$ cat src/rtl/nrzi_rx_decoder_if.sv
`default_nettype none
// ============================================================================
//  Module      : nrzi_rx_decoder_if
//  Description : Byte stream from the NRZI receive decoder to its consumer.
//                master = byte producer (decoder), slave = consumer.
//  Signals     : out_data  - received byte, bit0 = first received bit
//                out_valid - out_data holds a byte
//                out_ready - consumer accepts when out_valid && out_ready
//                out_last  - byte is the final byte of its frame
//  Revision    : 1.0 - initial release
// ============================================================================
interface nrzi_rx_decoder_if;
    logic [7:0] out_data;
    logic       out_valid;
    logic       out_ready;
    logic       out_last;

    modport master (
        output out_data,
        output out_valid,
        output out_last,
        input  out_ready
    );

    modport slave (
        input  out_data,
        input  out_valid,
        input  out_last,
        output out_ready
    );
endinterface
`default_nettype wire

$ cat src/rtl/nrzi_rx_decoder.sv
`default_nettype none
// ============================================================================
//  Module      : nrzi_rx_decoder
//  Description : NRZI receive decoder. Recovers bits from line transitions,
//                removes stuffed 1s, hunts for the SYNC byte and assembles
//                fixed-length frames presented on a valid/ready byte port.
//  Ports       : clk        - clock, rising edge
//                rst        - synchronous active-high reset
//                line_in    - NRZI line level (already synchronised)
//                line_valid - sample strobe for line_in
//                bus        - byte stream (master modport)
//                in_frame   - high while assembling frame payload
//                stuff_err  - one-cycle pulse on stuffing violation in frame
//                overflow   - one-cycle pulse when a completed byte is dropped
//  Revision    : 1.0 - initial release
// ============================================================================
module nrzi_rx_decoder #(
    parameter logic [7:0] SYNC        = 8'hD5,
    parameter int         STUFF_LEN   = 5,
    parameter int         FRAME_BYTES = 4
) (
    input  wire logic             clk,
    input  wire logic             rst,
    input  wire logic             line_in,
    input  wire logic             line_valid,
    nrzi_rx_decoder_if.master     bus,
    output logic                  in_frame,
    output logic                  stuff_err,
    output logic                  overflow
);

    localparam logic [2:0] c_stuff_len   = 3'(STUFF_LEN);
    localparam logic [7:0] c_frame_bytes = 8'(FRAME_BYTES);

    typedef enum logic [0:0] {
        ST_HUNT = 1'b0,
        ST_DATA = 1'b1
    } state_t;

    state_t     r_state;
    logic       r_line_q;
    logic [7:0] r_sr;
    logic [2:0] r_zero_cnt;
    logic [2:0] r_bit_cnt;
    logic [7:0] r_byte_cnt;
    logic       r_stuff_err;
    logic       r_overflow;

    logic       w_bit;
    logic       w_stuff_slot;
    logic [7:0] w_sr_next;
    logic [7:0] w_byte_cnt_next;
    logic       w_last_byte;
    logic       w_out_free;

    always_comb begin
        w_bit           = line_in ^ r_line_q;
        // After STUFF_LEN consecutive zeros the next bit is inserted by the
        // transmitter and never carries data.
        w_stuff_slot    = (r_zero_cnt == c_stuff_len);
        w_sr_next       = {w_bit, r_sr[7:1]};
        w_byte_cnt_next = r_byte_cnt + 8'd1;
        w_last_byte     = (w_byte_cnt_next == c_frame_bytes);
        // Holding register can take a new byte if empty or draining now.
        w_out_free      = !bus.out_valid || bus.out_ready;
    end

    always_ff @(posedge clk) begin
        if (rst) begin
            r_state       <= ST_HUNT;
            r_line_q      <= 1'b0;
            r_sr          <= '0;
            r_zero_cnt    <= '0;
            r_bit_cnt     <= '0;
            r_byte_cnt    <= '0;
            r_stuff_err   <= 1'b0;
            r_overflow    <= 1'b0;
            bus.out_data  <= '0;
            bus.out_valid <= 1'b0;
            bus.out_last  <= 1'b0;
        end else begin
            r_stuff_err <= 1'b0;
            r_overflow  <= 1'b0;

            if (bus.out_valid && bus.out_ready) begin
                bus.out_valid <= 1'b0;
            end

            if (line_valid) begin
                r_line_q <= line_in;

                if (w_stuff_slot) begin
                    r_zero_cnt <= '0;
                    // A zero where a stuffed 1 belongs aborts the frame; the
                    // partial byte is discarded but a held byte is kept.
                    if (!w_bit && (r_state == ST_DATA)) begin
                        r_stuff_err <= 1'b1;
                        r_state     <= ST_HUNT;
                        r_sr        <= '0;
                        r_bit_cnt   <= '0;
                        r_byte_cnt  <= '0;
                    end
                end else begin
                    r_zero_cnt <= w_bit ? 3'd0 : r_zero_cnt + 3'd1;
                    r_sr       <= w_sr_next;

                    if (r_state == ST_HUNT) begin
                        if (w_sr_next == SYNC) begin
                            r_state    <= ST_DATA;
                            r_bit_cnt  <= '0;
                            r_byte_cnt <= '0;
                        end
                    end else if (r_bit_cnt == 3'd7) begin
                        r_bit_cnt  <= '0;
                        r_byte_cnt <= w_byte_cnt_next;
                        if (w_out_free) begin
                            bus.out_data  <= w_sr_next;
                            bus.out_valid <= 1'b1;
                            bus.out_last  <= w_last_byte;
                        end else begin
                            r_overflow <= 1'b1;
                        end
                        // Frame ends after the final byte whether or not it
                        // could be delivered.
                        if (w_last_byte) begin
                            r_state <= ST_HUNT;
                            r_sr    <= '0;
                        end
                    end else begin
                        r_bit_cnt <= r_bit_cnt + 3'd1;
                    end
                end
            end
        end
    end

    assign in_frame  = (r_state == ST_DATA);
    assign stuff_err = r_stuff_err;
    assign overflow  = r_overflow;

endmodule
`default_nettype wire

$ cat src/flat_wrapper.sv
// flat-port wrapper written by rule: the top's interface ports become plain ports
module nrzi_rx_decoder_flat 
#(
    parameter logic [7:0] SYNC        = 8'hD5,
    parameter int         STUFF_LEN   = 5,
    parameter int         FRAME_BYTES = 4
)
  (clk, rst, line_in, line_valid, in_frame, stuff_err, overflow, bus_out_data, bus_out_valid, bus_out_last, bus_out_ready);
  nrzi_rx_decoder_if bus_i ();
  input  wire logic clk;
  input  wire logic rst;
  input  wire logic line_in;
  input  wire logic line_valid;
  output logic in_frame;
  output logic stuff_err;
  output logic overflow;
  output wire logic [$bits(bus_i.out_data)-1:0] bus_out_data;
  output wire logic [$bits(bus_i.out_valid)-1:0] bus_out_valid;
  output wire logic [$bits(bus_i.out_last)-1:0] bus_out_last;
  input wire logic [$bits(bus_i.out_ready)-1:0] bus_out_ready;
  assign bus_out_data = bus_i.out_data;
  assign bus_out_valid = bus_i.out_valid;
  assign bus_out_last = bus_i.out_last;
  assign bus_i.out_ready = bus_out_ready;
  nrzi_rx_decoder #(.SYNC(SYNC), .STUFF_LEN(STUFF_LEN), .FRAME_BYTES(FRAME_BYTES)) u_core (.clk(clk), .rst(rst), .line_in(line_in), .line_valid(line_valid), .bus(bus_i), .in_frame(in_frame), .stuff_err(stuff_err), .overflow(overflow));
endmodule
$ cat config.mk
export PLATFORM = sky130hd
export DESIGN_NAME = nrzi_rx_decoder_flat
export DESIGN_NICKNAME = d
export VERILOG_FILES = /design/src/rtl/nrzi_rx_decoder_if.sv /design/src/rtl/nrzi_rx_decoder.sv /design/src/flat_wrapper.sv
export SDC_FILE = /design/constraint.sdc
export NUM_CORES = 1
export LEC_CHECK = 0
export ABC_AREA = 1
export CAP_MARGIN = 20
export CORE_ASPECT_RATIO = 0.6
export CORE_UTILIZATION = 50
export CTS_CLUSTER_SIZE = 12
export DETAILED_ROUTE_END_ITERATION = 7
export GPL_TIMING_DRIVEN = 0
export HOLD_SLACK_MARGIN = 0.02
export PLACE_DENSITY = 0.75
export SLEW_MARGIN = 40
export SYNTH_ARGS = -nofsm -noshare
export SYNTH_HDL_FRONTEND = slang
export SYNTH_SLANG_ARGS = --single-unit
$ cat constraint.sdc
create_clock -name clk -period 1.6 [get_ports clk]
set_clock_uncertainty 0.2 [all_clocks]
set_input_delay 0.32 -clock clk [delete_from_list [all_inputs] [get_ports clk]]
set_output_delay 0.32 -clock clk [all_outputs]
set_load 0.01 [all_outputs]
# After elaboration in Yosys (flattened, before gate mapping)
# Index checks and enable logic that the tools add are counted.
# word_totals
register_bits	36
elab_cells	67
# op_classes
n_addsub	3
n_eq_ne	6
n_mux	30
n_bitwise	5
n_reduce_logical	12
# op_table
operator	count
2-to-1 mux 8 bit	9
2-to-1 mux 3 bit	7
2-to-1 mux 1 bit	14
adder 8 x 1 -> 8 bit, second input constant	1
== test 8 x 3 -> 1 bit, second input constant	1
== test 8 bit, second input constant	1
adder 3 x 1 -> 3 bit, second input constant	2
== test 3 bit, second input constant	2
AND reduction 5 bit	1
OR reduction 5 bit	1
NOT 1 bit	4
AND reduction 4 bit	1
inequality test 3 bit, second input constant	1
AND reduction 3 bit	1
nonzero test 3 bit	1
OR reduction 3 bit	1
logical AND 1 bit	2
zero test 1 bit	2
inequality test 2 bit, second input constant	1
AND reduction 2 bit	1
logical OR 1 bit	1
XOR 1 bit	1

# Longest topological paths before layout
# Gate-level depths: netlist of the first run.
# logic_depth
depth_word	7
depth_mapped	12

# Least setup slack after synthesis of the first run
# No wires, ideal clock.
# synth_timing
kind	register to register
from	register u_core.r_zero_cnt[1]
to	register u_core.bus.out_data[7]
setup_time_ps	70
t_arrival_ps	1425
t_required_ps	1330
slack_ps	-95
stages_incl_launch_ff	13
n_path_buf	1
path_cell_list	dfxtp_1 inv_1 ha_1 nand2_2 inv_1 nor2_2 inv_2 nor2_2 inv_2 nor2_4 buf_4 o21ai_1 a21oi_1
# synth_via
elab_chain_len	3
# synth_lines
item	line_no	source
start: declaration	nrzi_rx_decoder.sv:43	logic [2:0] r_zero_cnt;
start signal: assignment	nrzi_rx_decoder.sv:104	r_zero_cnt <= w_bit ? 3'd0 : r_zero_cnt + 3'd1;
== test 3 bit	nrzi_rx_decoder.sv:60	w_stuff_slot = (r_zero_cnt == c_stuff_len);
NOT 1 bit (no line)	-	
AND reduction 5 bit (no line)	-	
end signal: assignment	nrzi_rx_decoder.sv:117	bus.out_data <= w_sr_next;
end: declaration	nrzi_rx_decoder_if.sv:19	output out_data,
# No other way between the ends.
# A chain may end at the register's enable or synchronous reset.

# Final worst setup path of the first run
# layout_timing
from	register u_core.r_zero_cnt[1]
to	register u_core.bus.out_data[0]
# Same word-level chain as after synthesis.

==> flow_summary.json, run 1 <==
{
  "num_antenna_cells": 0,
  "totalWireLength_um": 5070,
  "r2r_slack_ns": -0.22,
  "drc_errors": 0,
  "first_global_vias": 1374,
  "cts.sinks": 35,
  "grt_max_degree": 11,
  "power_density_nw_per_um2": 672,
  "ys.flop_type": "dfxtp_1",
  "fmax_ghz": 0.550,
  "die_height_um": 47.0,
  "portBuffers": 16,
  "vias": 1758,
  "nets": 278,
  "holdWs_ns": 0.262,
  "postCtsHoldBufs": 0,
  "cp.required_ns": 1.62,
  "cts_tree": "yes",
  "synthTopCellsByCount": "nand2_1, dfxtp_1, inv_1",
  "total_power_uw": 1630,
  "gp_congestion": 0.761,
  "clk_pin_slew_ns": 0.07,
  "syn_to_final_growth_pct": 43.7,
  "grt_antenna_before_repair": 0,
  "drive_above_1_share": 0.340,
  "placed_cell_area_sq_um": 1940,
  "slew_headroom": 0.633,
  "violations": "negative setup slack",
  "die-area_sq_um": 3610,
  "drt-pass1-iter-count": 5,
  "cts_max_level": 2,
  "start_kind": "flop",
  "final_area_sq_um": 2420,
  "core_area_sq_um": 3040,
  "synth_area_leader_cell": "dfxtp_1",
  "post-route-period-util": 1.14,
  "overflow": 0,
  "finalSetupTns_ns": -4.65,
  "dp_hpwl_um": 2620,
  "setup_viol": 30,
  "hp-class": "primary input to flop",
  "slew_viol_final": 0,
  "synth_edf_count": 0,
  "final.min_clock_period_ns": 1.82,
  "tightest_slew_ns": 0.551,
  "drt_iter0_drc": 185,
  "crit_fanout": 5,
  "antenna_left": 0,
  "worst_slack_ns": -0.218,
  "yosys-top-cells-area": "dfxtp_1, nand2_1, a21oi_1",
  "synth_top_area_share": 0.416,
  "cts_root_buffer": "clkbuf_8",
  "hold_violations": 0,
  "synth_warnings": 0,
  "grt_pass1_wl_um": 6770,
  "avgSynthCellArea_sq_um": 7.39,
  "maxCapViolations": 0,
  "io_pins": 18,
  "vdd_drop_max_mv": 0.596,
  "async_flop_share": 0,
  "worstPathArrival_ns": 1.84,
  "crit_type": "flop to flop",
  "leakagePower_uw": 0.00101,
  "via_per_inst": 5.67,
  "yosys.cell_count.top_type": "nand2_1",
  "clock_path_buffers": 2,
  "rows": 15,
  "ys_types": 30,
  "ys_ff_latch": 35,
  "wl_per_cell_um": 16.4,
  "syn_nets": 239,
  "syn_inst": 228,
  "ys_seq_area_frac": 0.416,
  "cts_made_buffers": 5,
  "syn_area_sq_um": 1690,
  "status": "complete, but fails checks",
  "clock_latency_ns": 0.29,
  "finish.utilization": 0.796,
  "initial_core_util": 0.554,
  "rsz0062_at_grt": "yes",
  "grtUsageTotal": 0.253,
  "cp-end-kind": "flop",
  "die_x_um": 77.0
}
-- flip-flops by register name (all words and copies together) (netlist names), 3 cells and up --
| register | cells |
|---|---|
| u_core.r_sr | 7 |
| u_core.bus.out_data | 8 |
| u_core.r_zero_cnt | 3 |
| u_core.r_byte_cnt | 8 |
| u_core.r_bit_cnt | 3 |
-- logic make-up (layout without fill, tap and decap cells) --
group | after synthesis | after routing | synth area share
AOI/OAI and AO/OA | 45 | 45 | 0.140
xor gates and xnor gates | 2 | 2 | 0.0149
adders and majority gates | 6 | 6 | 0.0445
buffers and inverters | 36 | 75 | 0.0831
DFF | 35 | 35 | 0.416
and+or+nand+nor | 104 | 105 | 0.302
-- layer usage --
metal	vias to the layer above	track usage	share of wire
li1	827	-	-
met3	8	0.0602	0.091
met5	-	0	0
met1	822	0.373	0.47
met2	101	0.366	0.43
met4	0	0.0769	0.0099
-- worst paths after layout --
| path | from | to | depth (start not counted) |
|---|---|---|---|
| worst min-delay path | rst | u_core.bus.out_data[0] | 2 |
| worst min register to register | u_core.r_sr[5] | u_core.r_sr[5] | 2 |
| worst max register to register | u_core.r_zero_cnt[1] | u_core.bus.out_data[0] | 12 |
| worst max-delay path | u_core.r_zero_cnt[1] | u_core.bus.out_data[0] | 12 |
-- power breakdown --
| part | internal (uW) | switching, uW |
|---|---|---|
| Combinational | 47.3 | 78.8 |
| Sequential | 879 | 9.54 |
| Clock | 305 | 308 |
| Total | 1230 | 396 |
-- cell usage in the layout, fill, tap and decap left out, types with 2 or more instances in the layout --
cell / synthesis / final
a21oi_1: 23 / 20
a21oi_2: 1 / 4
buf_12: 0 / 2
buf_4: 1 / 9
buf_6: 0 / 3
clkbuf_1: 3 / 4
clkbuf_8: 0 / 5
dfxtp_1: 35 / 27
dfxtp_2: 0 / 6
dfxtp_4: 0 / 2
dlygate4sd2_1: 0 / 15
ha_1: 6 / 2
ha_4: 0 / 4
inv_1: 28 / 24
inv_2: 3 / 4
inv_4: 0 / 3
nand2_1: 42 / 32
nand2_2: 2 / 8
nand2_4: 2 / 4
nand2_8: 0 / 2
nand3_1: 18 / 14
nand3_2: 1 / 6
nand3_4: 2 / 2
nand4_1: 3 / 3
nor2_1: 23 / 15
nor2_2: 3 / 4
nor2_4: 1 / 8
nor3_1: 3 / 2
nor4_1: 2 / 2
o21ai_0: 17 / 3
o21ai_1: 1 / 9
o21ai_2: 0 / 6
-- per-stage QoR --
step	worst slack [ns]	std cells
final	-0.218	310
after global routing	-0.308	310
after detailed placement	-0.574	286
after CTS	-0.0990	304
after global placement	-0.598	286
after floorplan	-0.0419	228
-- timing repair --
item	in CTS	in global routing
cloned	2	1
pin swaps	12	11
buffers inserted	8	5
endpoints found under the setup margin	44	31
resized for setup	55	44
-- area by class of cell --
class,instances,area (sq um)
Multi-Input combinational cell,158,1110
Sequential cell,35,716
Fill cell,212,619
Timing Repair Buffer,31,302
Inverter,31,124
Clock buffer,7,76.3
Tap cell,42,52.6
Buffer,5,38.8
Clock inverter,1,5.00
-- critical path, cell delays in order, from the launching register on --
cell and delay, ns:
dfxtp_2 0.34, inv_2 0.05, ha_4 0.15, nand2_4 0.08, inv_4 0.05, nor2_4 0.12, inv_2 0.06, nor2_2 0.11
inv_2 0.06, nor2_4 0.19, buf_6 0.17, nand2_4 0.05, a21oi_2 0.11
Power figures use the tool's default switching activity.
==> run 2: changes to the inputs <==
--- a/config.mk
+++ b/config.mk
@@ -14,7 +14,7 @@
 export GPL_TIMING_DRIVEN = 0
 export HOLD_SLACK_MARGIN = 0.02
 export PLACE_DENSITY = 0.75
-export SLEW_MARGIN = 40
+export SLEW_MARGIN = 30
 export SYNTH_ARGS = -nofsm -noshare
 export SYNTH_HDL_FRONTEND = slang
 export SYNTH_SLANG_ARGS = --single-unit
==> results of run 2 <==
The final DEF is identical to that of run 1; final timing and power are the same.
